==> src/rtl/parking_pkg.sv <==
// Shared constants for the parking occupancy tracker: default sizing, counter
// width and the per-slot debounce state encoding (state bit 1 is the parked bit).
package parking_pkg;

    localparam int NUM_SLOTS_DEF       = 3;
    localparam int DEBOUNCE_CYCLES_DEF = 4;
    // Wide enough for the full legal debounce range 1..15.
    localparam int CNT_W               = 4;

    localparam logic [1:0] ST_FREE     = 2'b00;
    localparam logic [1:0] ST_ARRIVING = 2'b01;
    localparam logic [1:0] ST_OCCUPIED = 2'b11;
    localparam logic [1:0] ST_LEAVING  = 2'b10;

    function automatic logic state_parked(input logic [1:0] st);
        return st[1];
    endfunction

endpackage

==> src/rtl/parking_occupancy_tracker_if.sv <==
// Sensor/occupancy bundle between the raw sensor front end and the lot logic.
interface parking_occupancy_tracker_if #(
    parameter int NUM_SLOTS = parking_pkg::NUM_SLOTS_DEF
);

    logic [NUM_SLOTS-1:0] sensor;
    logic [NUM_SLOTS-1:0] parked;
    logic [NUM_SLOTS-1:0] arrive_pulse;
    logic [NUM_SLOTS-1:0] leave_pulse;
    logic                 changed;
    logic                 full;

    modport master (
        output sensor,
        input  parked, arrive_pulse, leave_pulse, changed, full
    );

    modport slave (
        input  sensor,
        output parked, arrive_pulse, leave_pulse, changed, full
    );

endinterface

==> src/rtl/slot_debouncer.sv <==
// One parking slot: two-flop synchronizer followed by a debounce FSM that only
// changes the occupancy after DEBOUNCE_CYCLES+1 consecutive opposite samples.
module slot_debouncer
    import parking_pkg::*;
#(
    parameter int DEBOUNCE_CYCLES = DEBOUNCE_CYCLES_DEF
) (
    input  logic clk,
    input  logic reset,
    input  logic sensor_in,
    output logic parked_out,
    output logic arrive_out,
    output logic leave_out
);

    localparam logic [CNT_W-1:0] CNT_LIMIT = CNT_W'(DEBOUNCE_CYCLES);
    localparam logic [CNT_W-1:0] CNT_ONE   = {{(CNT_W-1){1'b0}}, 1'b1};
    localparam logic [CNT_W-1:0] CNT_ZERO  = {CNT_W{1'b0}};

    logic             s1_q, s1_d, s2_q, s2_d;
    logic [1:0]       state_q, state_d;
    logic [CNT_W-1:0] cnt_q, cnt_d;
    logic             arrive_q, arrive_d, leave_q, leave_d;

    // Next-state logic for the synchronizer and debounce FSM.
    always_comb begin
        s1_d     = sensor_in;
        s2_d     = s1_q;
        state_d  = state_q;
        cnt_d    = cnt_q;
        arrive_d = 1'b0;
        leave_d  = 1'b0;
        case (state_q)
            ST_FREE: begin
                if (s2_q) begin
                    state_d = ST_ARRIVING;
                    cnt_d   = CNT_ONE;
                end else begin
                    cnt_d   = CNT_ZERO;
                end
            end
            ST_ARRIVING: begin
                if (!s2_q) begin
                    state_d = ST_FREE;
                    cnt_d   = CNT_ZERO;
                end else if (cnt_q == CNT_LIMIT) begin
                    state_d  = ST_OCCUPIED;
                    cnt_d    = CNT_ZERO;
                    arrive_d = 1'b1;
                end else begin
                    cnt_d = cnt_q + CNT_ONE;
                end
            end
            ST_OCCUPIED: begin
                if (!s2_q) begin
                    state_d = ST_LEAVING;
                    cnt_d   = CNT_ONE;
                end else begin
                    cnt_d   = CNT_ZERO;
                end
            end
            ST_LEAVING: begin
                if (s2_q) begin
                    state_d = ST_OCCUPIED;
                    cnt_d   = CNT_ZERO;
                end else if (cnt_q == CNT_LIMIT) begin
                    state_d = ST_FREE;
                    cnt_d   = CNT_ZERO;
                    leave_d = 1'b1;
                end else begin
                    cnt_d = cnt_q + CNT_ONE;
                end
            end
            default: begin
                state_d = ST_FREE;
                cnt_d   = CNT_ZERO;
            end
        endcase
    end

    // State, counter, synchronizer and pulse registers.
    always_ff @(posedge clk or posedge reset) begin
        if (reset) begin
            s1_q     <= 1'b0;
            s2_q     <= 1'b0;
            state_q  <= ST_FREE;
            cnt_q    <= CNT_ZERO;
            arrive_q <= 1'b0;
            leave_q  <= 1'b0;
        end else begin
            s1_q     <= s1_d;
            s2_q     <= s2_d;
            state_q  <= state_d;
            cnt_q    <= cnt_d;
            arrive_q <= arrive_d;
            leave_q  <= leave_d;
        end
    end

    assign parked_out = state_parked(state_q);
    assign arrive_out = arrive_q;
    assign leave_out  = leave_q;

endmodule

==> src/rtl/parking_occupancy_tracker.sv <==
// Per-slot debounced occupancy with arrival/departure pulses and a lot-full flag.
module parking_occupancy_tracker
    import parking_pkg::*;
#(
    parameter int NUM_SLOTS       = NUM_SLOTS_DEF,
    parameter int DEBOUNCE_CYCLES = DEBOUNCE_CYCLES_DEF
) (
    input  logic                          clk,
    input  logic                          reset,
    parking_occupancy_tracker_if.slave    bus
);

    logic [NUM_SLOTS-1:0] parked_s;
    logic [NUM_SLOTS-1:0] arrive_s;
    logic [NUM_SLOTS-1:0] leave_s;

    for (genvar i = 0; i < NUM_SLOTS; i++) begin : g_slot
        slot_debouncer #(
            .DEBOUNCE_CYCLES (DEBOUNCE_CYCLES)
        ) u_slot (
            .clk        (clk),
            .reset      (reset),
            .sensor_in  (bus.sensor[i]),
            .parked_out (parked_s[i]),
            .arrive_out (arrive_s[i]),
            .leave_out  (leave_s[i])
        );
    end

    // changed and full are pure reductions of flop outputs, so they move on
    // exactly the same edge as parked and the pulses with no extra latency.
    assign bus.parked       = parked_s;
    assign bus.arrive_pulse = arrive_s;
    assign bus.leave_pulse  = leave_s;
    assign bus.changed      = |(arrive_s | leave_s);
    assign bus.full         = &parked_s;

endmodule

==> src/flat_wrapper.sv <==
// flat-port wrapper written by rule: the top's interface ports become plain ports
module parking_occupancy_tracker_flat import parking_pkg::*;
#(
    parameter int NUM_SLOTS       = NUM_SLOTS_DEF,
    parameter int DEBOUNCE_CYCLES = DEBOUNCE_CYCLES_DEF
)
  (clk, reset, bus_sensor, bus_parked, bus_arrive_pulse, bus_leave_pulse, bus_changed, bus_full);
  parking_occupancy_tracker_if #(.NUM_SLOTS(NUM_SLOTS)) bus_i ();
  input  logic clk;
  input  logic reset;
  input wire logic [$bits(bus_i.sensor)-1:0] bus_sensor;
  output wire logic [$bits(bus_i.parked)-1:0] bus_parked;
  output wire logic [$bits(bus_i.arrive_pulse)-1:0] bus_arrive_pulse;
  output wire logic [$bits(bus_i.leave_pulse)-1:0] bus_leave_pulse;
  output wire logic [$bits(bus_i.changed)-1:0] bus_changed;
  output wire logic [$bits(bus_i.full)-1:0] bus_full;
  assign bus_i.sensor = bus_sensor;
  assign bus_parked = bus_i.parked;
  assign bus_arrive_pulse = bus_i.arrive_pulse;
  assign bus_leave_pulse = bus_i.leave_pulse;
  assign bus_changed = bus_i.changed;
  assign bus_full = bus_i.full;
  parking_occupancy_tracker #(.NUM_SLOTS(NUM_SLOTS), .DEBOUNCE_CYCLES(DEBOUNCE_CYCLES)) u_core (.clk(clk), .reset(reset), .bus(bus_i));
endmodule
==> config.mk <==
export PLATFORM = sky130hd
export DESIGN_NAME = parking_occupancy_tracker_flat
export DESIGN_NICKNAME = d
export VERILOG_FILES = /design/src/rtl/parking_pkg.sv /design/src/rtl/parking_occupancy_tracker_if.sv /design/src/rtl/slot_debouncer.sv /design/src/rtl/parking_occupancy_tracker.sv /design/src/flat_wrapper.sv
export SDC_FILE = /design/constraint.sdc
export NUM_CORES = 1
export LEC_CHECK = 0
export BUFFER_PORTS_ARGS = -buffer_cell sky130_fd_sc_hd__buf_4
export CORE_ASPECT_RATIO = 1.4
export CORE_MARGIN = 2
export CORE_UTILIZATION = 45
export CTS_CLUSTER_SIZE = 10
export DETAILED_ROUTE_END_ITERATION = 8
export GPL_TIMING_DRIVEN = 0
export SYNTH_ARGS = -nofsm -noshare
export SYNTH_HDL_FRONTEND = slang
export SYNTH_SLANG_ARGS = --single-unit
==> constraint.sdc <==
create_clock -name clk -period 2.1 [get_ports clk]
set_clock_uncertainty 0.2 [all_clocks]
set_input_delay 0.63 -clock clk [delete_from_list [all_inputs] [get_ports clk]]
set_output_delay 0.63 -clock clk [all_outputs]
set_load 0.01 [all_outputs]
* Word level (Yosys, flattened, before mapping)
Index checks and enable logic that the tools add are counted.
** Word-level totals
- Output and inout bits :: 11
- Input bits :: 5
- Bits in registers :: 30
- Word-level logic and storage cells :: 108
** Operators by class
- Equal/unequal tests :: 24
- Bitwise logic cells :: 1
- Multiplexer cells :: 54
- Add/sub/neg operators :: 3
- Reduce and logical (&&, ||, !) cells :: 8
** Operators with widths (count)
- $pmux W4 S4 :: 3
- $mux W2 :: 18
- $mux W4 :: 9
- $pmux W2 S4 :: 3
- $mux W1 :: 21
- $ne A3 B3 Y1 const B :: 6
- $add A4 B1 Y4 const B :: 3
- $eq A2 B2 Y1 const B :: 6
- $eq A4 B3 Y1 const B :: 3
- $ne A2 B2 Y1 const B :: 6
- $reduce_and A4 Y1 :: 3
- $eq A2 B1 Y1 const B :: 3
- $logic_not A2 Y1 :: 3
- $or A3 B3 Y3 :: 1
- $reduce_and A3 Y1 :: 1
- $reduce_or A3 Y1 :: 1

* Depth between registers and ports, before layout
- Depth after elaboration :: 4
- Gate-level depth with buffers :: 5
- Mapped depth without buffers :: 5

* By module
From an unflattened synthesis, not the netlist that was laid out.
** Second synthesis, totals
- Cell total of the unflattened synthesis :: 155
- Area total of the unflattened synthesis :: 1679.1 sq um
** Modules (own cells, without submodules)
- slot_debouncer at u_core.g_slot[0].u_slot :: area each 556.8 sq um, sequential area each 250.2 sq um, cells each 52, instances 1
- slot_debouncer at u_core.g_slot[2].u_slot :: area each 556.8 sq um, sequential area each 250.2 sq um, cells each 49, instances 1
- slot_debouncer at u_core.g_slot[1].u_slot :: area each 545.5 sq um, sequential area each 250.2 sq um, cells each 50, instances 1
- parking_occupancy_tracker :: area each 20.0 sq um, sequential area each 0.0 sq um, cells each 4, instances 1

* Worst setup path before layout
No wires, ideal clock.
- Path type :: reg2reg
- From :: register u_core.g_slot[1].u_slot.state_q[1]
- To :: register u_core.g_slot[1].u_slot.state_q[1]
- Clock period less this slack :: 1868 ps
- Buffers on the path :: 0
- Arrival :: 1543 ps
- Cell stages (with the launch flop) :: 6
- Path slack :: 232 ps
- Required time :: 1775 ps
- Cell sequence :: dfrtp_1 > inv_1 > ha_1 > mux2_4 > a221oi_2 > mux2_2
** Between the ends
- Cells in the longest elaborated chain, start to end :: 3
** Ends and longest elaborated chain
- start, declared :: RTL line slot_debouncer.sv:21 : logic [1:0] state_q, state_d;
- start signal, assigned :: RTL line slot_debouncer.sv:93 : state_q <= state_d;
- $eq A2 B1 Y1, or another cell as far along :: RTL line slot_debouncer.sv:33 : case (state_q)
- $ne A3 B3 Y1 (no line) or $ne A2 B2 Y1 (tied branches)
- $reduce_and A4 Y1 (no line)
Parallel ways exist; a longest one is shown, timed or not.
A chain may end at the register's enable or synchronous reset.

* Worst setup path in the final report
- From :: register u_core.g_slot[1].u_slot.leave_q
- To :: output bus_changed
** Between the ends
- Cells in the longest elaborated chain, start to end :: 2
** Ends and longest elaborated chain
- start, declared :: RTL line slot_debouncer.sv:23 : logic arrive_q, arrive_d, leave_q, leave_d;
- start signal, assigned :: RTL line slot_debouncer.sv:96 : leave_q <= leave_d;
- $or A3 B3 Y3 :: RTL line parking_occupancy_tracker.sv:35 : assign bus.changed = |(arrive_s | leave_s);
- $reduce_or A3 Y1 :: RTL line parking_occupancy_tracker.sv:35
- end, declared :: RTL line flat_wrapper.sv:15 : output wire logic [$bits(bus_i.changed)-1:0] bus_changed;
No other way between the ends.

==> impl_results.md <==
- Starting Density: a little under half
- Die area: 4329 sq um
- Most numerous cell in the Yosys netlist: dfrtp_1
- Final nets: 211
- Post-CTS setup buffer count: 0
- I/O pins: 16
- Layout overhead on the synthesized area: 14.30%
- Flop pwr share: ~36%
- DRC errors left: 0
- Hold Crit Class: flip-flop to flip-flop
- Clk slew on worst S/H paths: 0.06 ns
- Leakage power: 0.9981 nW
- R2R depth: 5
- WL final: roughly 2900 microns
- CTS tree: built
- Post-synthesis sequential area ratio: a little over two fifths
- RSZ-0062 raised after global routing: no
- Final Slew Violations: 0
- Clk sinks: 30
- Antenna violations before repair: 0
- Drt wl/cell: between 10 and 15 microns
- Run status: finished, final reports clean
- Clock latency on the worst-skew pair: approximately 0.27 ns
- Max Buffers Root-to-Sink: 2
- Max Cap Viol: 0
- Tmin final: roughly 2.0 ns
- Top post-synthesis cells by area: dfrtp_1 44%, ha_1 15%, buf_4 3.9%
- Core area: 3643 sq um
- WHS Path Cells: 0
- Drt pass-1 iters: 3
- Avg Cell Area, Syn: roughly 11 sq um
- Row count: 26
- PortBufs: 15
- Multi-input logic area: 812.0 sq um
- Highest clock rate: approximately 0.5 GHz
- Largest area contributor in the netlist: dfrtp_1
- Slew margin rel.: 23.95%
- GPL Wtd Cong: 0.8300
- Synth top area share: between 40 and 50%
- Final period util: 93.85%
- Peak VDD IR: just under 700 uV
- Yosys cell types: 32
- Remaining Overflow, GRT: 0
- CP Max Fanout: 2
- Hold buffers post-CTS: 0
- Pint: between 0.001 and 0.0015 W
- Switching pwr: roughly 0.00082 W
- Worst-margin pin slew: between 1 and 1.5 ns
- TritonCTS Buffers: 5
- Die width: approximately 56 microns
- CTS root buf: clkbuf_8
- Layout cells sized above 1: 23.78%
- Die Y: roughly 77 microns
- Clock power frac: between 10% and 20%
- Vias in the first global route: 1,210
- # resized after CTS: 0
- WP data arrival: roughly 1.1 ns
- Mapped Nets: 189
- Drt via density: around 5
- Fillcell total: 345
- Comb pwr share: 44.6%
- Vias: 1,150
- Ys async rst share: between 90% and 100%
- PwrDens: about 1100 nW/um^2
- Sequential cell area: ~750 sq um
- FF+latch count, synth: 30
- Final HPWL DP: 2197 microns
- Total GRT Usage: 15.24%
- Global-route wire length before repair: roughly 5100 microns
- Sw frac: approximately 37%
- Data required, critical path: 1.27 ns
- Warnings, synthesis: 0
- Endpoints failing hold: 0
- Largest net degree at the start of global routing: 31
- Fin Hold WS: 0.1466 ns
- H-tree depth reported by CTS: 2
- Setup violations, final: 0
- Critical Path Source Type: flip-flop
- Fin Setup TNS: 0 ns
- Iter 0 DRT Violations: 17
- Detail Route Antenna Nets: 0
- Synthesized area: between 1500 and 2000 sq um
- Critical path type: flip-flop to output pin
- Top cells by count, synth: 30 x dfrtp_1, 21 x ha_1, 17 x inv_1, 15 x nor2_1, 9 x buf_4
- Crit. End Element: output pin
- Gate count after technology mapping: about 160
- Diode count: 0
- Synth Flop Type: dfrtp_1
- Post-synth EDFFs: 0
final cells by class:
cell class / instances / share of cell area (%)
multi-input combinational: 104 / 41.42
sequential: 30 / 38.35
timing repair buffer: 15 / 5.743
buffer: 12 / 4.531
clock buffer: 5 / 3.510
inverter: 17 / 3.255
tap: 42 / 2.680
clock inverter: 2 / 0.5105
power by group through the flow:
stage | Clock (W) | Sequential (W) | Combinational, W
detailed placement | 0 | 0.000814 | 0.000992
global placement | 0 | 0.000804 | 0.000939
floorplan | 0 | 0.000785 | 0.000765
CTS | 0.000445 | 0.000803 | 0.000997
finish | 0.000424 | 0.000803 | 0.000986
global route | 0.000472 | 0.000825 | 0.00111
metrics by stage:
| stage | area, sq um | total power, W | instances | utilization, % | setup slack [ns] |
|---|---|---|---|---|---|
| after global routing | 1961 | 0.002411 | 227 | 53.81 | 0.002345 |
| after CTS | 1959 | 0.002245 | 227 | 53.78 | 0.08028 |
| after global placement | 1881 | 0.001743 | 220 | 51.61 | 0.1312 |
| final | 1961 | 0.002212 | 227 | 53.81 | 0.1291 |
| after floorplan | 1715 | 0.001551 | 163 | - | 0.2319 |
| after detailed placement | 1881 | 0.001806 | 220 | 51.61 | 0.09115 |
layer usage:
| metal | track usage [%] | part of all wire (%) | vias up |
|---|---|---|---|
| met1 | 15.10 | 41 | 542 |
| met2 | 28.59 | 53 | 16 |
| met5 | 0 | 0 | - |
| met4 | 6.429 | 1.8 | 0 |
| met3 | 4.553 | 3.5 | 5 |
| li1 | - | - | 587 |
cells by family (layout without fill, tap and decap cells):
| family | after synthesis | after routing | synth area share (%) |
|---|---|---|---|
| multiplexers | 9 | 9 | 5.908 |
| XOR/XNOR | 6 | 6 | 3.064 |
| AND/OR/NAND/NOR | 46 | 46 | 14.59 |
| AO/OA/AOI/OAI | 22 | 22 | 8.462 |
| adder cells (fa/ha/maj) | 21 | 21 | 15.32 |
| buffers and inverters | 29 | 51 | 8.898 |
| flip-flops | 30 | 30 | 43.76 |
flip-flops by register name (all words and copies together), names as in the netlist:
name	count
u_core.g_slot.u_slot.arrive_out	3
u_core.g_slot.u_slot.cnt_q	12
u_core.g_slot.u_slot.s2_q	3
u_core.g_slot.u_slot.leave_out	3
u_core.g_slot.u_slot.s1_q	3
u_core.g_slot.u_slot.state_q	6
final timing paths:
path	startpoint	endpoint	slack, ns
max	u_core.g_slot[1].u_slot.leave_out	bus_changed	0.13
min	u_core.g_slot[2].u_slot.s1_q	u_core.g_slot[2].u_slot.s2_q	0.15
max reg2reg	u_core.g_slot[1].u_slot.state_q[1]	u_core.g_slot[1].u_slot.state_q[1]	0.14
min reg2reg	u_core.g_slot[2].u_slot.s1_q	u_core.g_slot[2].u_slot.s2_q	0.15
max in group asynchronous	reset	u_core.g_slot[1].u_slot.state_q[1]	0.48
min in group asynchronous	reset	u_core.g_slot[0].u_slot.state_q[0]	0.45
cells in the final DEF (no fill, tap or decap), types with 4 or more instances in the layout:
cell,instances
nand3_1,6
buf_4,24
mux2_2,5
a21oi_1,8
and3_1,4
o21ai_0,6
inv_1,17
clkbuf_8,5
nor3b_1,6
nand2_1,4
nor2_1,15
ha_1,21
dfrtp_1,29
critical path, stage by stage, from the launching register on:
cell and delay (ns):
dfrtp_1 0.38, nor4_1 0.27, nand2_1 0.08, buf_4 0.14
(Power assumes the default switching activity.)
